`config.mk`:
```
export PLATFORM = sky130hd
export DESIGN_NAME = alu_rs_flat
export DESIGN_NICKNAME = d
export VERILOG_FILES = /design/src/rtl/alu_rs_pkg.sv /design/src/rtl/alu_rs_if.sv /design/src/rtl/rs_priority_sel.sv /design/src/rtl/alu_rs.sv /design/src/flat_wrapper.sv
export SDC_FILE = /design/constraint.sdc
export NUM_CORES = 2
export LEC_CHECK = 0
export BUFFER_PORTS_ARGS = -buffer_cell sky130_fd_sc_hd__buf_2
export CAP_MARGIN = 20
export CORE_MARGIN = 3
export CORE_UTILIZATION = 25
export CTS_CLUSTER_SIZE = 14
export DETAILED_ROUTE_END_ITERATION = 10
export PLACE_DENSITY_LB_ADDON = 0.2
export SLEW_MARGIN = 0
export SYNTH_ARGS = -nofsm -noshare
export SYNTH_HDL_FRONTEND = slang
export SYNTH_SLANG_ARGS = --single-unit
export TNS_END_PERCENT = 50
```
`constraint.sdc`:
```
create_clock -name clk_in -period 2.6 [get_ports clk_in]
set_input_delay 0.13 -clock clk_in [delete_from_list [all_inputs] [get_ports clk_in]]
set_output_delay 0.13 -clock clk_in [all_outputs]
set_load 0.1 [all_outputs]
```
`src/rtl/alu_rs_pkg.sv`:
```
// Shared constants, opcodes and entry/issue structs for the ALU reservation station.
// Latency: n/a (types and helpers only).
// Backpressure: n/a.
package alu_rs_pkg;

    localparam int IDWidth       = 32;
    localparam int ROBWidth      = 4;
    localparam int AddressWidth  = 32;
    localparam int InstTypeWidth = 6;
    localparam int RS_SIZE       = 8;
    localparam int RS_IDX_W      = 3;

    typedef logic [InstTypeWidth-1:0] op_t;

    localparam op_t NOP  = 6'd0;
    localparam op_t ADD  = 6'd1;
    localparam op_t SUB  = 6'd2;
    localparam op_t ADDI = 6'd3;
    localparam op_t BEQ  = 6'd4;
    localparam op_t JAL  = 6'd5;

    typedef struct packed {
        logic                    busy;
        op_t                     opcode;
        logic [IDWidth-1:0]      vj;
        logic [ROBWidth-1:0]     qj;
        logic [IDWidth-1:0]      vk;
        logic [ROBWidth-1:0]     qk;
        logic [IDWidth-1:0]      a;
        logic [AddressWidth-1:0] pc;
        logic [ROBWidth-1:0]     dest;
    } rs_entry_t;

    typedef struct packed {
        op_t                     opcode;
        logic [IDWidth-1:0]      vj;
        logic [IDWidth-1:0]      vk;
        logic [IDWidth-1:0]      a;
        logic [AddressWidth-1:0] pc;
        logic [ROBWidth-1:0]     dest;
    } rs_issue_t;

    typedef struct packed {
        logic [IDWidth-1:0]  v;
        logic [ROBWidth-1:0] q;
    } opnd_t;

    function automatic rs_issue_t idle_issue();
        rs_issue_t r;
        r        = '0;
        r.opcode = NOP;
        return r;
    endfunction

    // A pending operand picks up a broadcast value; the ALU bus wins a tie.
    function automatic opnd_t resolve(input opnd_t o,
                                      input logic [ROBWidth-1:0] alu_h,
                                      input logic [IDWidth-1:0]  alu_res,
                                      input logic [ROBWidth-1:0] lsb_h,
                                      input logic [IDWidth-1:0]  lsb_res);
        opnd_t r;
        r = o;
        if (o.q != '0) begin
            if (o.q == alu_h) begin
                r.v = alu_res;
                r.q = '0;
            end else if (o.q == lsb_h) begin
                r.v = lsb_res;
                r.q = '0;
            end
        end
        return r;
    endfunction

endpackage

```
`src/rtl/alu_rs_if.sv`:
```
// Dispatch, CDB snoop and ALU issue signals of the reservation station.
// Latency: n/a (wiring only).
// Backpressure: rs_full_out tells the dispatcher to hold off.
interface alu_rs_if import alu_rs_pkg::*; ();

    logic                    dsp_rs_en_in;
    op_t                     dsp_rs_opcode_in;
    logic [IDWidth-1:0]      dsp_rs_vj_in;
    logic [ROBWidth-1:0]     dsp_rs_qj_in;
    logic [IDWidth-1:0]      dsp_rs_vk_in;
    logic [ROBWidth-1:0]     dsp_rs_qk_in;
    logic [IDWidth-1:0]      dsp_rs_a_in;
    logic [AddressWidth-1:0] dsp_rs_pc_in;
    logic [ROBWidth-1:0]     dsp_rs_dest_in;
    logic                    rs_full_out;

    logic [ROBWidth-1:0]     alu_cdb_h_in;
    logic [IDWidth-1:0]      alu_cdb_result_in;
    logic [ROBWidth-1:0]     lsb_cdb_h_in;
    logic [IDWidth-1:0]      lsb_cdb_result_in;

    op_t                     rs_alu_opcode_out;
    logic [IDWidth-1:0]      rs_alu_vj_out;
    logic [IDWidth-1:0]      rs_alu_vk_out;
    logic [IDWidth-1:0]      rs_alu_a_out;
    logic [AddressWidth-1:0] rs_alu_pc_out;
    logic [ROBWidth-1:0]     rs_alu_dest_out;

    modport master (
        output dsp_rs_en_in, dsp_rs_opcode_in, dsp_rs_vj_in, dsp_rs_qj_in,
               dsp_rs_vk_in, dsp_rs_qk_in, dsp_rs_a_in, dsp_rs_pc_in, dsp_rs_dest_in,
               alu_cdb_h_in, alu_cdb_result_in, lsb_cdb_h_in, lsb_cdb_result_in,
        input  rs_full_out, rs_alu_opcode_out, rs_alu_vj_out, rs_alu_vk_out,
               rs_alu_a_out, rs_alu_pc_out, rs_alu_dest_out
    );

    modport slave (
        input  dsp_rs_en_in, dsp_rs_opcode_in, dsp_rs_vj_in, dsp_rs_qj_in,
               dsp_rs_vk_in, dsp_rs_qk_in, dsp_rs_a_in, dsp_rs_pc_in, dsp_rs_dest_in,
               alu_cdb_h_in, alu_cdb_result_in, lsb_cdb_h_in, lsb_cdb_result_in,
        output rs_full_out, rs_alu_opcode_out, rs_alu_vj_out, rs_alu_vk_out,
               rs_alu_a_out, rs_alu_pc_out, rs_alu_dest_out
    );

endinterface

```
`src/rtl/rs_priority_sel.sv`:
```
// Lowest-index set-bit finder over a request vector.
// Latency: combinational.
// Backpressure: none.
module rs_priority_sel import alu_rs_pkg::*; #(
    parameter int N     = RS_SIZE,
    parameter int IDX_W = RS_IDX_W
) (
    input  logic [N-1:0]     req_i,
    output logic             found_o,
    output logic [IDX_W-1:0] idx_o
);

    always_comb begin
        found_o = |req_i;
        idx_o   = '0;
        for (int i = N - 1; i >= 0; i--) begin
            if (req_i[i]) begin
                idx_o = IDX_W'(i);
            end
        end
    end

endmodule

```
`src/rtl/alu_rs.sv`:
```
// ALU reservation station: holds ops until operands arrive, issues one ready op per cycle.
// Latency: ready op dispatched at edge N appears on the registered outputs at edge N+1.
// Backpressure: rs_full_out (all entries busy at cycle start); rdy_in=0 freezes everything.
module alu_rs import alu_rs_pkg::*; (
    input  logic       clk_in,
    input  logic       rst_in,
    input  logic       rdy_in,
    input  logic       rob_rs_rst_in,
    alu_rs_if.slave    bus
);

    rs_entry_t           entry_q [RS_SIZE];
    rs_entry_t           entry_d [RS_SIZE];
    rs_issue_t           out_q;
    rs_issue_t           out_d;
    logic [RS_SIZE-1:0]  busy_vec;
    logic [RS_SIZE-1:0]  ready_vec;
    logic                free_found;
    logic                issue_found;
    logic [RS_IDX_W-1:0] free_idx;
    logic [RS_IDX_W-1:0] issue_idx;

    always_comb begin
        busy_vec  = '0;
        ready_vec = '0;
        for (int i = 0; i < RS_SIZE; i++) begin
            busy_vec[i]  = entry_q[i].busy;
            ready_vec[i] = entry_q[i].busy && (entry_q[i].qj == '0) && (entry_q[i].qk == '0);
        end
    end

    rs_priority_sel #(.N(RS_SIZE), .IDX_W(RS_IDX_W)) u_free_sel (
        .req_i   (~busy_vec),
        .found_o (free_found),
        .idx_o   (free_idx)
    );

    rs_priority_sel #(.N(RS_SIZE), .IDX_W(RS_IDX_W)) u_issue_sel (
        .req_i   (ready_vec),
        .found_o (issue_found),
        .idx_o   (issue_idx)
    );

    assign bus.rs_full_out = &busy_vec;

    // Free/ready vectors come from cycle-start state, so a slot freed by this
    // cycle's issue and an operand captured by this cycle's snoop both take effect next cycle.
    always_comb begin
        opnd_t oj;
        opnd_t ok;
        oj    = '0;
        ok    = '0;
        out_d = out_q;
        for (int i = 0; i < RS_SIZE; i++) begin
            entry_d[i] = entry_q[i];
        end

        if (rdy_in) begin
            if (rob_rs_rst_in) begin
                for (int i = 0; i < RS_SIZE; i++) begin
                    entry_d[i] = '0;
                end
                out_d = idle_issue();
            end else begin
                for (int i = 0; i < RS_SIZE; i++) begin
                    if (entry_q[i].busy) begin
                        oj = resolve(opnd_t'{v: entry_q[i].vj, q: entry_q[i].qj},
                                     bus.alu_cdb_h_in, bus.alu_cdb_result_in,
                                     bus.lsb_cdb_h_in, bus.lsb_cdb_result_in);
                        ok = resolve(opnd_t'{v: entry_q[i].vk, q: entry_q[i].qk},
                                     bus.alu_cdb_h_in, bus.alu_cdb_result_in,
                                     bus.lsb_cdb_h_in, bus.lsb_cdb_result_in);
                        entry_d[i].vj = oj.v;
                        entry_d[i].qj = oj.q;
                        entry_d[i].vk = ok.v;
                        entry_d[i].qk = ok.q;
                    end
                end

                if (issue_found) begin
                    out_d.opcode = entry_q[issue_idx].opcode;
                    out_d.vj     = entry_q[issue_idx].vj;
                    out_d.vk     = entry_q[issue_idx].vk;
                    out_d.a      = entry_q[issue_idx].a;
                    out_d.pc     = entry_q[issue_idx].pc;
                    out_d.dest   = entry_q[issue_idx].dest;
                    entry_d[issue_idx].busy = 1'b0;
                end else begin
                    out_d = idle_issue();
                end

                if (bus.dsp_rs_en_in && free_found) begin
                    oj = resolve(opnd_t'{v: bus.dsp_rs_vj_in, q: bus.dsp_rs_qj_in},
                                 bus.alu_cdb_h_in, bus.alu_cdb_result_in,
                                 bus.lsb_cdb_h_in, bus.lsb_cdb_result_in);
                    ok = resolve(opnd_t'{v: bus.dsp_rs_vk_in, q: bus.dsp_rs_qk_in},
                                 bus.alu_cdb_h_in, bus.alu_cdb_result_in,
                                 bus.lsb_cdb_h_in, bus.lsb_cdb_result_in);
                    entry_d[free_idx].busy   = 1'b1;
                    entry_d[free_idx].opcode = bus.dsp_rs_opcode_in;
                    entry_d[free_idx].vj     = oj.v;
                    entry_d[free_idx].qj     = oj.q;
                    entry_d[free_idx].vk     = ok.v;
                    entry_d[free_idx].qk     = ok.q;
                    entry_d[free_idx].a      = bus.dsp_rs_a_in;
                    entry_d[free_idx].pc     = bus.dsp_rs_pc_in;
                    entry_d[free_idx].dest   = bus.dsp_rs_dest_in;
                end
            end
        end
    end

    always_ff @(posedge clk_in) begin
        if (rst_in) begin
            for (int i = 0; i < RS_SIZE; i++) begin
                entry_q[i] <= '0;
            end
            out_q <= idle_issue();
        end else begin
            entry_q <= entry_d;
            out_q   <= out_d;
        end
    end

    assign bus.rs_alu_opcode_out = out_q.opcode;
    assign bus.rs_alu_vj_out     = out_q.vj;
    assign bus.rs_alu_vk_out     = out_q.vk;
    assign bus.rs_alu_a_out      = out_q.a;
    assign bus.rs_alu_pc_out     = out_q.pc;
    assign bus.rs_alu_dest_out   = out_q.dest;

endmodule
```
`src/flat_wrapper.sv`:
```
// flat-port wrapper written by rule: the top's interface ports become plain ports
module alu_rs_flat import alu_rs_pkg::*;
  (clk_in, rst_in, rdy_in, rob_rs_rst_in, bus_dsp_rs_en_in, bus_dsp_rs_opcode_in, bus_dsp_rs_vj_in, bus_dsp_rs_qj_in, bus_dsp_rs_vk_in, bus_dsp_rs_qk_in, bus_dsp_rs_a_in, bus_dsp_rs_pc_in, bus_dsp_rs_dest_in, bus_alu_cdb_h_in, bus_alu_cdb_result_in, bus_lsb_cdb_h_in, bus_lsb_cdb_result_in, bus_rs_full_out, bus_rs_alu_opcode_out, bus_rs_alu_vj_out, bus_rs_alu_vk_out, bus_rs_alu_a_out, bus_rs_alu_pc_out, bus_rs_alu_dest_out);
  alu_rs_if bus_i ();
  input  logic clk_in;
  input  logic rst_in;
  input  logic rdy_in;
  input  logic rob_rs_rst_in;
  input wire logic [$bits(bus_i.dsp_rs_en_in)-1:0] bus_dsp_rs_en_in;
  input wire logic [$bits(bus_i.dsp_rs_opcode_in)-1:0] bus_dsp_rs_opcode_in;
  input wire logic [$bits(bus_i.dsp_rs_vj_in)-1:0] bus_dsp_rs_vj_in;
  input wire logic [$bits(bus_i.dsp_rs_qj_in)-1:0] bus_dsp_rs_qj_in;
  input wire logic [$bits(bus_i.dsp_rs_vk_in)-1:0] bus_dsp_rs_vk_in;
  input wire logic [$bits(bus_i.dsp_rs_qk_in)-1:0] bus_dsp_rs_qk_in;
  input wire logic [$bits(bus_i.dsp_rs_a_in)-1:0] bus_dsp_rs_a_in;
  input wire logic [$bits(bus_i.dsp_rs_pc_in)-1:0] bus_dsp_rs_pc_in;
  input wire logic [$bits(bus_i.dsp_rs_dest_in)-1:0] bus_dsp_rs_dest_in;
  input wire logic [$bits(bus_i.alu_cdb_h_in)-1:0] bus_alu_cdb_h_in;
  input wire logic [$bits(bus_i.alu_cdb_result_in)-1:0] bus_alu_cdb_result_in;
  input wire logic [$bits(bus_i.lsb_cdb_h_in)-1:0] bus_lsb_cdb_h_in;
  input wire logic [$bits(bus_i.lsb_cdb_result_in)-1:0] bus_lsb_cdb_result_in;
  output wire logic [$bits(bus_i.rs_full_out)-1:0] bus_rs_full_out;
  output wire logic [$bits(bus_i.rs_alu_opcode_out)-1:0] bus_rs_alu_opcode_out;
  output wire logic [$bits(bus_i.rs_alu_vj_out)-1:0] bus_rs_alu_vj_out;
  output wire logic [$bits(bus_i.rs_alu_vk_out)-1:0] bus_rs_alu_vk_out;
  output wire logic [$bits(bus_i.rs_alu_a_out)-1:0] bus_rs_alu_a_out;
  output wire logic [$bits(bus_i.rs_alu_pc_out)-1:0] bus_rs_alu_pc_out;
  output wire logic [$bits(bus_i.rs_alu_dest_out)-1:0] bus_rs_alu_dest_out;
  assign bus_i.dsp_rs_en_in = bus_dsp_rs_en_in;
  assign bus_i.dsp_rs_opcode_in = bus_dsp_rs_opcode_in;
  assign bus_i.dsp_rs_vj_in = bus_dsp_rs_vj_in;
  assign bus_i.dsp_rs_qj_in = bus_dsp_rs_qj_in;
  assign bus_i.dsp_rs_vk_in = bus_dsp_rs_vk_in;
  assign bus_i.dsp_rs_qk_in = bus_dsp_rs_qk_in;
  assign bus_i.dsp_rs_a_in = bus_dsp_rs_a_in;
  assign bus_i.dsp_rs_pc_in = bus_dsp_rs_pc_in;
  assign bus_i.dsp_rs_dest_in = bus_dsp_rs_dest_in;
  assign bus_i.alu_cdb_h_in = bus_alu_cdb_h_in;
  assign bus_i.alu_cdb_result_in = bus_alu_cdb_result_in;
  assign bus_i.lsb_cdb_h_in = bus_lsb_cdb_h_in;
  assign bus_i.lsb_cdb_result_in = bus_lsb_cdb_result_in;
  assign bus_rs_full_out = bus_i.rs_full_out;
  assign bus_rs_alu_opcode_out = bus_i.rs_alu_opcode_out;
  assign bus_rs_alu_vj_out = bus_i.rs_alu_vj_out;
  assign bus_rs_alu_vk_out = bus_i.rs_alu_vk_out;
  assign bus_rs_alu_a_out = bus_i.rs_alu_a_out;
  assign bus_rs_alu_pc_out = bus_i.rs_alu_pc_out;
  assign bus_rs_alu_dest_out = bus_i.rs_alu_dest_out;
  alu_rs u_core (.clk_in(clk_in), .rst_in(rst_in), .rdy_in(rdy_in), .rob_rs_rst_in(rob_rs_rst_in), .bus(bus_i));
endmodule
```
==> key figures <==
Power
  – P per Cell Area: 548 nW/um^2
  – Worst VDD drop: 0.000683 V
  – Pwr Total: 0.0482 W
  – Leakage: 32.4 nW

Synth
  – Largest family of logic cells by synthesized area: compound AO/OA/AOI/OAI gates
  – Post-synthesis simple-gate area fraction: 13.2%
  – Adder-cell share of the synthesized area: 0%
  – Library cells used by synthesis: 68
  – Warnings, synthesis: 0
  – Ys flop type: dfxtp_1
  – Post-synthesis xor/xnor area fraction: 1.89%
  – Mux contribution to synthesized area: 3.61%
  – Post-synth EDFFs: 0
  – Synth cell count leaders: 1314 x dfxtp_1, 1004 x nor2_1, 813 x clkbuf_1
  – Syn_nets: 8431
  – Cells after synthesis: 8208
  – Synth area leader: dfxtp_1
  – Register area share after synthesis: 39.4%
  – Most frequent cell after synthesis: dfxtp_1
  – Syn Std Cell Area: 66800 um^2
  – Synth area leaders: dfxtp_1 39%, nor2_1 5.6%, a22oi_1 5.4%, o22a_1 5.1%, clkbuf_1 4.6%
  – Mean Syn Cell Area: 8.14 um^2
  – Synth Register Bits: 1314
  – Share of async-settable or async-resettable flops after synthesis: 0%
  – Complex-gate fraction of the synthesized area: 35.7%
  – Yosys top cell area share: 39.4%

Drt
  – DR iter-0 viols: 9301
  – DRC: 0
  – Detailed-route vias per instance: 5.96
  – Post-Route WL: 368 mm
  – Via count: 72800
  – Detailed Routing Iterations Pass 1: 8
  – WL/cell: 30.1 um
  – Post-route ant nets: 0

Timing
  – Max-slew violations: 0
  – Crit path time final: 2760 ps
  – Max Fclk: 0.362 GHz
  – Slew at the pin with the worst max-slew slack: 1260 ps
  – Slew HR: 16.3%
  – Final Cycle Share: 106%
  – Final setup violation count: 113
  – Hold Vio Cnt, Final: 0
  – Worst setup margin: -160 ps
  – RSZ-0062 raised after global routing: true
  – Clock skew: 82.8 ps

Critical path
  – Critical Path RT: 3310 ps
  – Crit-path slowest cell: nor4_4
  – Reg-to-reg startpoint: u_core.entry_q[107]
  – Worst setup path category: reg2reg
  – Startpoint Class: register
  – CP arrival: 3470 ps
  – Max stage delay on crit path: 500 ps
  – Cells along the critical path: nor4_4 > nand3_2 > a211oi_2 > buf_4 > nand2_8 > buf_12 > buf_4 > bufbuf_16 > o211ai_1 > o211ai_1
  – Crit. Startpoint: u_core.entry_q[107]
  – CP max FO: 12
  – Worst setup EP type: register

Die
  – Num rows: 189
  – I/O pins: 362
  – Core ar.: 266000 um^2
  – Starting Density: 25.2%
  – Die X: 523 um
  – Die Y: 523 um
  – Die area: 274000 um^2

Clock tree
  – CTS max path bufs: 3
  – Clock Latency Late Sink: 870 ps
  – H-tree levels: 4
  – Clk slew on worst S/H paths: 60 ps
  – CTS Sinks: 1314
  – TritonCTS Buffers: 161
  – TritonCTS clock tree: yes
  – Cell chosen for the clock root: clkbuf_16

GRT
  – Global-route usage over all layers: 24.9%
  – Largest net degree at the start of global routing: 245
  – M1 GR Usage: 32.7%
  – Met2 Resource Use GR: 39.4%
  – First-pass GRT wire length: 510 mm
  – Vias in the first global route: 69200
  – Remaining Overflow, GRT: 0
  – M3 GR Usage: 4.64%
  – GRT busiest layer: met2
  – Antenna violations before repair: 46

Hold path
  – Critical hold path startpoint: bus_lsb_cdb_result_in[28]
  – Worst hold path class: in2reg

Status
  – Failing checks: setup timing
  – Status: complete, but fails checks

Cells and area
  – Nets: 8765
  – Layout area overhead: 31.8%
  – Fin cells: 12200
  – # fillers: 27300
  – Final Cell Area: 88100 um^2
  – Layout cells sized above 1: 20.1%

Place
  – HPWL Detailed: 214 mm
  – Dpl cells: 11600
  – Dpl cell area: 76400 um^2
  – GPL Wtd Cong: 0.883
  – Port Buffer Count: 361

Job
  – MaxCap Viol Count: 0
## flip-flops by register name, summed over array words and instances, names as in the netlist
name                          count
u_core.bus.rs_alu_vj_out         32
u_core.bus.rs_alu_dest_out        4
u_core.entry_q                 1168
u_core.bus.rs_alu_a_out          32
u_core.bus.rs_alu_pc_out         32
u_core.bus.rs_alu_vk_out         32
u_core.bus.rs_alu_opcode_out      6
u_core.busy_vec                   8
## stage by stage
stage | hold WS (ps) | util [%] | setup slack (ps) | TNS (ps)
after floorplan | 442 | - | 202 | 0
after global placement | 454 | 28.8 | -357 | -29670
after detailed placement | 458 | 28.8 | -327 | -33340
after CTS | 0.555 | 31.9 | -103 | -4560
after global routing | 32.5 | 33.2 | -224 | -14480
final | 46.6 | 33.2 | -160 | -7220
## routing by layer
| metal | up-vias | routed length (um) |
|---|---|---|
| li1 | 31500 | - |
| met1 | 36500 | 155000 |
| met2 | 3951 | 165000 |
| met3 | 844 | 30100 |
| met4 | 14 | 17400 |
| met5 | - | 87 |
## path summary, 6_finish.rpt
check,slack (ps),endpoint,depth (start not counted)
worst max-delay path,-160,u_core.bus.rs_alu_pc_out[29],10
worst min-delay path,50,u_core.entry_q[835],5
worst max register to register,-160,u_core.bus.rs_alu_pc_out[29],10
worst min register to register,470,u_core.bus.rs_alu_opcode_out[3],1
## critical path: cells and delay by family (launching register included)
family | cells | cell delay (ps)
AOI/OAI and AO/OA | 3 | 710
buffers and inverters | 4 | 820
DFF | 1 | 340
and+or+nand+nor | 3 | 770
## kinds of logic (layout without fill, tap and decap cells)
logic type / Yosys count / after routing
AOI/OAI and AO/OA: 3345 / 3345
and+or+nand+nor: 2103 / 2105
DFF: 1314 / 1314
buffers and inverters: 1061 / 1527
muxes: 241 / 241
xor gates and xnor gates: 144 / 144
other: 0 / 17
## report_power, final
group          total, W  switching [W]  internal [W]
Clock            0.0233         0.0101        0.0131
Sequential       0.0203      0.0000720        0.0202
Combinational   0.00468        0.00330       0.00139
## repair_timing
item	in CTS	in global routing
hold buffers	147	0
cloned	15	36
endpoints found under the setup margin	208	307
resized for setup	113	402
endpoints found under the hold margin	1074	0
pin swaps	25	116
setup buffers	36	66
## final cells by class
cell class	count	area (um^2)	area share (%)
tap	3533	4420	5.02
antenna	17	42.5	0.0483
timing repair buffer	1225	12900	14.7
sequential	1314	26300	29.9
clock inverter	62	798	0.906
clock buffer	235	4590	5.21
inverter	5	23.8	0.0270
multi-input combinational	5835	38900	44.2
## placed cells by master (no fill, tap or decap), types with 32 or more instances in the layout
cell	count
dlygate4sd3_1	147
o21ai_1	38
buf_6	32
a221o_1	37
buf_2	359
a2bb2oi_1	47
xnor2_1	108
buf_12	221
nand2_1	750
mux2i_1	241
xor2_1	36
a32o_1	141
a211oi_1	162
nor2_2	43
a22o_1	210
o22ai_2	63
nor3_1	55
o21ai_0	547
a22oi_1	476
clkbuf_1	46
nor2_4	47
nor4_1	37
a211o_1	49
clkbuf_16	192
dfxtp_1	1297
o211ai_1	104
nor2_1	918
o221ai_1	218
o22a_1	387
a21oi_1	387
buf_4	385
o22ai_1	334
Note: power is estimated with default switching activity, not from simulation.
